$ cat src/rtl/pio_read_scheduler_if.sv
// Bundle between the software master, the PIO input slave and the read scheduler.
// The scheduler uses the slave modport; the environment side uses master.
interface pio_read_scheduler_if #(
  parameter int DATA_W = 12
);
  logic              sw_read;
  logic [1:0]        sw_address;
  logic              sw_waitrequest;
  logic [31:0]       sw_readdata;
  logic [1:0]        pio_address;
  logic [31:0]       pio_readdata;
  logic              poll_enable;
  logic [DATA_W-1:0] poll_value;
  logic              poll_changed;
  logic              poll_overrun;

  modport slave (
    input  sw_read, sw_address, pio_readdata, poll_enable,
    output sw_waitrequest, sw_readdata, pio_address,
           poll_value, poll_changed, poll_overrun
  );

  modport master (
    output sw_read, sw_address, pio_readdata, poll_enable,
    input  sw_waitrequest, sw_readdata, pio_address,
           poll_value, poll_changed, poll_overrun
  );
endinterface

$ cat src/rtl/pio_read_scheduler.sv
// Arbitrates a single PIO input slave between software reads and a periodic
// poll of address 0, round-robin when both want it at once.
module pio_read_scheduler #(
  parameter int POLL_PERIOD = 1024,
  parameter int DATA_W      = 12
) (
  input  logic                   clk,
  input  logic                   reset_n,
  pio_read_scheduler_if.slave    bus
);

  localparam logic [15:0] POLL_RELOAD = 16'(POLL_PERIOD - 1);

  typedef enum logic [2:0] {
    IDLE,
    SW_ADDR,
    SW_CAP,
    SW_DONE,
    POLL_ADDR,
    POLL_CAP
  } state_t;

  state_t            state_q, state_d;
  logic [15:0]       poll_cnt_q, poll_cnt_d;
  logic              poll_pending_q, poll_pending_d;
  logic              poll_overrun_q, poll_overrun_d;
  logic              last_grant_poll_q, last_grant_poll_d;
  logic [1:0]        pio_address_q, pio_address_d;
  logic              sw_waitrequest_q, sw_waitrequest_d;
  logic [31:0]       sw_readdata_q, sw_readdata_d;
  logic [DATA_W-1:0] poll_value_q, poll_value_d;
  logic              poll_changed_q, poll_changed_d;
  logic              poll_tick;

  // Poll timer, pending request and overrun flag
  always_comb begin
    poll_tick      = bus.poll_enable && (poll_cnt_q == 16'd0);
    poll_cnt_d     = poll_cnt_q;
    poll_pending_d = poll_pending_q;
    poll_overrun_d = poll_overrun_q;

    if (!bus.poll_enable || poll_tick) begin
      poll_cnt_d = POLL_RELOAD;
    end else begin
      poll_cnt_d = poll_cnt_q - 16'd1;
    end

    if (state_q == POLL_CAP) begin
      poll_pending_d = 1'b0;
    end
    // A tick landing on the servicing cycle re-arms the request instead of overrunning.
    if (poll_tick) begin
      if (poll_pending_q && (state_q != POLL_CAP)) begin
        poll_overrun_d = 1'b1;
      end
      poll_pending_d = 1'b1;
    end
  end

  // Arbitration and transaction sequencing
  always_comb begin
    state_d           = state_q;
    last_grant_poll_d = last_grant_poll_q;
    sw_readdata_d     = sw_readdata_q;
    poll_value_d      = poll_value_q;
    poll_changed_d    = 1'b0;

    case (state_q)
      IDLE: begin
        if (bus.sw_read && (!poll_pending_q || last_grant_poll_q)) begin
          state_d           = SW_ADDR;
          last_grant_poll_d = 1'b0;
        end else if (poll_pending_q) begin
          state_d           = POLL_ADDR;
          last_grant_poll_d = 1'b1;
        end
      end
      SW_ADDR: state_d = SW_CAP;
      SW_CAP: begin
        sw_readdata_d = bus.pio_readdata;
        state_d       = SW_DONE;
      end
      SW_DONE:   state_d = IDLE;
      POLL_ADDR: state_d = POLL_CAP;
      POLL_CAP: begin
        poll_value_d   = bus.pio_readdata[DATA_W-1:0];
        poll_changed_d = (bus.pio_readdata[DATA_W-1:0] != poll_value_q);
        state_d        = IDLE;
      end
      default: state_d = IDLE;
    endcase

    // Address is captured at grant and held through the capture cycle.
    if (state_d == SW_ADDR) begin
      pio_address_d = bus.sw_address;
    end else if (state_d == SW_CAP) begin
      pio_address_d = pio_address_q;
    end else begin
      pio_address_d = 2'd0;
    end

    sw_waitrequest_d = (state_d != SW_DONE);
  end

  always_ff @(posedge clk or negedge reset_n) begin
    if (!reset_n) begin
      state_q           <= IDLE;
      poll_cnt_q        <= POLL_RELOAD;
      poll_pending_q    <= 1'b0;
      poll_overrun_q    <= 1'b0;
      last_grant_poll_q <= 1'b1;
      pio_address_q     <= 2'd0;
      sw_waitrequest_q  <= 1'b1;
      sw_readdata_q     <= 32'd0;
      poll_value_q      <= '0;
      poll_changed_q    <= 1'b0;
    end else begin
      state_q           <= state_d;
      poll_cnt_q        <= poll_cnt_d;
      poll_pending_q    <= poll_pending_d;
      poll_overrun_q    <= poll_overrun_d;
      last_grant_poll_q <= last_grant_poll_d;
      pio_address_q     <= pio_address_d;
      sw_waitrequest_q  <= sw_waitrequest_d;
      sw_readdata_q     <= sw_readdata_d;
      poll_value_q      <= poll_value_d;
      poll_changed_q    <= poll_changed_d;
    end
  end

  assign bus.sw_waitrequest = sw_waitrequest_q;
  assign bus.sw_readdata    = sw_readdata_q;
  assign bus.pio_address    = pio_address_q;
  assign bus.poll_value     = poll_value_q;
  assign bus.poll_changed   = poll_changed_q;
  assign bus.poll_overrun   = poll_overrun_q;

endmodule
$ cat src/flat_wrapper.sv
// flat-port wrapper written by rule: the top's interface ports become plain ports
module pio_read_scheduler_flat 
#(
  parameter int POLL_PERIOD = 1024,
  parameter int DATA_W      = 12
)
  (clk, reset_n, bus_sw_read, bus_sw_address, bus_pio_readdata, bus_poll_enable, bus_sw_waitrequest, bus_sw_readdata, bus_pio_address, bus_poll_value, bus_poll_changed, bus_poll_overrun);
  pio_read_scheduler_if #(.DATA_W(DATA_W)) bus_i ();
  input  logic clk;
  input  logic reset_n;
  input wire logic [$bits(bus_i.sw_read)-1:0] bus_sw_read;
  input wire logic [$bits(bus_i.sw_address)-1:0] bus_sw_address;
  input wire logic [$bits(bus_i.pio_readdata)-1:0] bus_pio_readdata;
  input wire logic [$bits(bus_i.poll_enable)-1:0] bus_poll_enable;
  output wire logic [$bits(bus_i.sw_waitrequest)-1:0] bus_sw_waitrequest;
  output wire logic [$bits(bus_i.sw_readdata)-1:0] bus_sw_readdata;
  output wire logic [$bits(bus_i.pio_address)-1:0] bus_pio_address;
  output wire logic [$bits(bus_i.poll_value)-1:0] bus_poll_value;
  output wire logic [$bits(bus_i.poll_changed)-1:0] bus_poll_changed;
  output wire logic [$bits(bus_i.poll_overrun)-1:0] bus_poll_overrun;
  assign bus_i.sw_read = bus_sw_read;
  assign bus_i.sw_address = bus_sw_address;
  assign bus_i.pio_readdata = bus_pio_readdata;
  assign bus_i.poll_enable = bus_poll_enable;
  assign bus_sw_waitrequest = bus_i.sw_waitrequest;
  assign bus_sw_readdata = bus_i.sw_readdata;
  assign bus_pio_address = bus_i.pio_address;
  assign bus_poll_value = bus_i.poll_value;
  assign bus_poll_changed = bus_i.poll_changed;
  assign bus_poll_overrun = bus_i.poll_overrun;
  pio_read_scheduler #(.POLL_PERIOD(POLL_PERIOD), .DATA_W(DATA_W)) u_core (.clk(clk), .reset_n(reset_n), .bus(bus_i));
endmodule
$ cat config.mk
export PLATFORM = sky130hd
export DESIGN_NAME = pio_read_scheduler_flat
export DESIGN_NICKNAME = d
export VERILOG_FILES = /design/src/rtl/pio_read_scheduler_if.sv /design/src/rtl/pio_read_scheduler.sv /design/src/flat_wrapper.sv
export SDC_FILE = /design/constraint.sdc
export NUM_CORES = 1
export LEC_CHECK = 0
export BUFFER_PORTS_ARGS = -buffer_cell sky130_fd_sc_hd__buf_2
export CORE_ASPECT_RATIO = 1.4
export CORE_MARGIN = 2
export CORE_UTILIZATION = 51
export CTS_CLUSTER_SIZE = 40
export DETAILED_ROUTE_END_ITERATION = 10
export PLACE_DENSITY = 0.76
export SLEW_MARGIN = 40
export SYNTH_ARGS = -nofsm -noshare
export SYNTH_HDL_FRONTEND = slang
export SYNTH_SLANG_ARGS = --single-unit
$ cat constraint.sdc
create_clock -name clk -period 2.46 [get_ports clk]
set_input_delay 0.492 -clock clk [delete_from_list [all_inputs] [get_ports clk]]
set_output_delay 0.492 -clock clk [all_outputs]
set_load 0.1 [all_outputs]
# After elaboration in Yosys (flattened, before gate mapping)
# Cells that the tools add are included.
[word_totals] reg_bits=70 output_inout_bits=49
[op_classes] add_sub_neg=1 n_eq_ne=10 muxes=11 reduce_logical=13
[op_table] op="16-bit zero test" count=1
[op_table] op="16-bit two-way mux" count=1
[op_table] op="16-bit by 1-bit subtractor with 16-bit output (second input constant)" count=1
[op_table] op="12-bit inequality test" count=1
[op_table] op="3-bit case mux with 4 select lines" count=1
[op_table] op="3-bit by 1-bit == test with 1-bit output (second input constant)" count=2
[op_table] op="3-bit by 2-bit == test with 1-bit output (second input constant)" count=2
[op_table] op="3-bit == test (second input constant)" count=2
[op_table] op="3-bit two-way mux" count=2
[op_table] op="1-bit two-way mux" count=5
[op_table] op="2-bit two-way mux" count=2
[op_table] op="2-bit AND reduction" count=2
[op_table] op="2-bit nonzero test" count=2
[op_table] op="1-bit logical AND" count=3
[op_table] op="3-bit zero test" count=1
[op_table] op="3-bit by 2-bit inequality test with 1-bit output (second input constant)" count=1
[op_table] op="3-bit inequality test (second input constant)" count=1
[op_table] op="1-bit zero test" count=2
[op_table] op="1-bit logical OR" count=2
[op_table] op="2-bit by 1-bit inequality test with 1-bit output (second input constant)" count=1

# Logic depth before layout (Yosys ltp)
[depth] ltp_word=8 mapped_depth=6

# Least setup slack after synthesis
# No wires, ideal clock.
[synth_path] kind="register -> register" startpoint="reg u_core.poll_cnt_q[0]" endpoint="reg u_core.poll_cnt_q[14]" setup_ns=0.119 arrival_ns=1.592 required_ns=2.341 path_slack_ns=0.749 path_stages_with_launch=7 path_buffers=0 synth_period_minus_slack_ns=1.711 path_cell_list="dfstp_2 -> inv_1 -> ha_1 -> nor3b_1 -> nand3_1 -> o21a_1 -> o21a_1"
[synth_between] elab_chain_cells=4 elab_cells_between_ends=5 cone_classes="add/sub: 1; mux: 1; reduce/logical: 3"
[synth_lines] element="from (decl)" line_no="pio_read_scheduler.sv:24" source="logic [15:0] poll_cnt_q, poll_cnt_d;"
[synth_lines] element="from (signal assigned)" line_no="pio_read_scheduler.sv:119" source="poll_cnt_q <= poll_cnt_d;"
[synth_lines] element="parallel branches: the longest is 3 deep, another holds 16-bit by 1-bit subtractor with 16-bit output"
[synth_lines] element="16-bit two-way mux (*)" line_no="pio_read_scheduler.sv:42" source="if (!bus.poll_enable || poll_tick) begin"
[synth_lines] element="named net u_core.poll_cnt_d[14]" line_no="pio_read_scheduler.sv:24"
# Mark *: on every way through the listed nets, which the timed path passes.
# A chain may end at the register's enable or synchronous reset.

# Worst setup path in the final report
[layout_path] startpoint="reg u_core.poll_cnt_q[6]" endpoint="reg u_core.poll_cnt_q[14]"
# Same word-level chain as after synthesis.

==> key figures <==
Min path
  – Worst hold stages: 2
  – Worst Hold End: u_core.last_grant_poll_q
  – HP Class: input pin to flip-flop
  – HP Start: bus_sw_read

Route
  – Post-DR vias/cell: 5.262
  – Antenna Violating Nets Remaining: 0
  – WL final: 6009 µm
  – Residual DRC count: 0
  – DR iter-0 viols: 59
  – Vias: 2031
  – DR WL/cell: 15.57 µm
  – First-pass iteration count of the detailed router: 4

STA
  – Final Hold Vio Count: 0
  – Clk_skew: 0.006813 ns
  – Final slew viol count: 0
  – Final count of negative-setup-slack endpoints: 0
  – Minimum hold slack: 0.3251 ns
  – Tcrit/Tclk final: 77.68%
  – Max Fclk: 0.5233 GHz
  – Worst-Margin Slew: 0.8084 ns
  – Fin crit period: 1.911 ns
  – Setup tns final: 0 ns
  – Max_slew headroom: 45.61%
  – Unrepaired setup endpoints after global routing: no

Finish
  – Layout cells sized above 1: 52.52%
  – Area grow syn2layout: 27.12%
  – FILL cells: 417
  – Nets: 353
  – Ant. Diodes: 0
  – Final Util: 68.08%
  – Post-route cell area: 0.003789 mm²

Clock network
  – Clock sink count: 70
  – Post-CTS sizing: 0
  – Clock Tree Root: clkbuf_8
  – Worst-path clk slew: 0.07 ns
  – CTS Buffer Depth: 2
  – CTS tree: built
  – CTS buffer count: 9
  – H-tree levels: 3
  – Clk Latency, worst-skew pair: 0.35 ns

Die
  – DIE HEIGHT: 94.45 µm
  – Die area: 0.006480 mm²
  – # rows: 32
  – Die Wd: 68.61 µm
  – I/O pin count: 87
  – Initial Util: 53.55%
  – Core region area: 0.005565 mm²

Synthesis
  – Mapped Cells: 220
  – FF+latch count, synth: 70
  – Yosys warnings: 0
  – Post-synthesis cell area: 0.002980 mm²
  – Syn_nets: 260
  – Netlist cell types: 38
  – Sequential share of the synthesized area: 59.28%
  – Mean post-synth cell area: 13.55 µm²

Setup path
  – CP Data Arrival Time: 2.15 ns
  – Crit Path Class: flip-flop to flip-flop
  – Worst Reg-to-Reg Cells: 4
  – Critical Path Fanout Max: 4
  – Reg-to-Reg Start: u_core.poll_cnt_q[6]
  – CP Capture Type: flip-flop
  – Reg2reg setup slack: 0.55 ns
  – Worst Setup Start Kind: flip-flop
  – CP Data Required Time: 2.70 ns
  – RR Endpoint: u_core.poll_cnt_q[14]

Global route
  – Vias in the first global route: 2094
  – Largest net degree at the start of global routing: 69
  – Gr ovfl total: 0
  – First-pass GRT wire length: 9225 µm
  – Antenna violations before repair: 0
  – GRT Resource Usage Total: 19.73%

Place
  – Dpl hpwl: 4223 µm
  – Post-Place Cell Area: 0.003498 mm²
  – Port bufs: 86
  – GP Congestion: 0.8178

Run
  – Max-cap violations: 0

Outcome
  – Outcome: completed
timing repair:
item,CTS,global route
endpoints found under the hold margin,2,0
hold buffers,1,0
setup buffers,0,0
metrics by stage:
stage                     instances  worst slack, ns
after floorplan                 220           0.7489
after global placement          369           0.6351
after detailed placement        369           0.5991
after CTS                       386           0.5786
after global routing            386           0.4619
final                           386           0.5491
layer usage:
layer  vias up  share of wire, %  GRT usage [%]
met5         -                 0              0
met4         0               3.3          13.17
met3        16               5.6          3.456
met2        63                54          34.38
met1       987                37          20.94
li1        965                 -              -
area by class of cell:
cell class | instances | area [µm²] | area share [%]
Sequential cell | 70 | 1767 | 46.63
Multi-Input combinational cell | 137 | 1159 | 30.58
Timing Repair Buffer | 91 | 483.0 | 12.75
Clock buffer | 11 | 151.4 | 3.996
Clock inverter | 5 | 128.9 | 3.402
Tap cell | 68 | 85.08 | 2.246
Inverter | 4 | 15.01 | 0.3963
cell families after synthesis:
group / share of synthesized area [%]
AO/OA/AOI/OAI: 4.367
XOR/XNOR: 7.053
adder cells (fa/ha/maj): 0.8395
buffers and inverters: 2.057
flip-flops: 59.28
multiplexers: 16.62
AND/OR/NAND/NOR: 9.781
Yosys cell counts:
cell type,instances,share of area [%]
dfrtp_1,58,49
mux2_2,44,17
xnor2_1,21,6.2
dfstp_2,12,11
nand2_1,12,1.5
nor2_1,7,0.88
nand4_1,5,1.0
nor3_1,5,0.84
and2_1,4,0.84
buf_2,4,0.67
clkbuf_1,4,0.50
inv_1,4,0.50
nor4_1,4,0.84
a21oi_1,3,0.50
o21a_1,3,0.76
xor2_1,3,0.88
a32o_1,2,0.67
ha_1,2,0.84
nand3_1,2,0.34
nor3b_1,2,0.50
or4_1,2,0.50
a21boi_0,1,0.25
a21boi_2,1,0.38
a21o_1,1,0.25
a31o_1,1,0.29
a31oi_1,1,0.21
and3_1,1,0.21
buf_6,1,0.38
nand3b_1,1,0.25
nor3b_2,1,0.42
nor4_4,1,0.71
nor4b_1,1,0.29
o211ai_1,1,0.25
o21bai_1,1,0.25
o31ai_1,1,0.25
o41ai_1,1,0.29
or2_2,1,0.21
or4_4,1,0.38
worst max path at each step:
stage	slack, ns	start	to
2_1_floorplan	0.75	u_core.poll_cnt_q[0]	u_core.poll_cnt_q[14]
3_3_place_gp	0.64	u_core.poll_cnt_q[6]	u_core.poll_cnt_q[13]
3_5_place_dp	0.60	u_core.poll_cnt_q[6]	u_core.poll_cnt_q[13]
4_1_cts	0.58	u_core.poll_cnt_q[6]	u_core.poll_cnt_q[11]
5_1_grt	0.46	u_core.poll_cnt_q[6]	u_core.poll_cnt_q[14]
6_report	0.55	u_core.poll_cnt_q[6]	u_core.poll_cnt_q[14]
worst max-delay path, stage by stage, from the launching register on:
cell     delay, ns
dfstp_2       0.39
nor4_1        0.71
nand3_1       0.28
o21a_1        0.25
o21a_1        0.18
flip-flops by register name, summed over array words and instances, names as in the netlist:
name                       count
u_core.bus.sw_readdata        32
u_core.poll_pending_q          1
u_core.bus.poll_overrun        1
u_core.bus.pio_address         2
u_core.bus.poll_value         12
u_core.poll_cnt_q             16
u_core.bus.poll_changed        1
u_core.bus.sw_waitrequest      1
u_core.state_q                 3
u_core.last_grant_poll_q       1
cells in the final DEF, fill, tap and decap left out, types with 2 or more instances in the layout:
cell type	synthesis	layout
a32o_1	2	2
a21oi_1	3	3
xor2_1	3	3
dfstp_2	12	12
xnor2_1	21	21
o21a_1	3	3
nor3b_1	2	2
buf_2	4	86
ha_1	2	2
mux2_2	44	44
nand2_1	12	12
bufinv_16	0	4
and2_1	4	4
nor2_1	7	7
nand4_1	5	5
buf_4	0	3
nor4_1	4	4
nand3_1	2	2
dfrtp_1	58	58
nor3_1	5	5
inv_1	4	4
clkbuf_8	0	11
or4_1	2	2
Power is left out: the tool's default activity adds up to more than one toggle a clock period on the data nets, which glitch-free logic cannot reach.
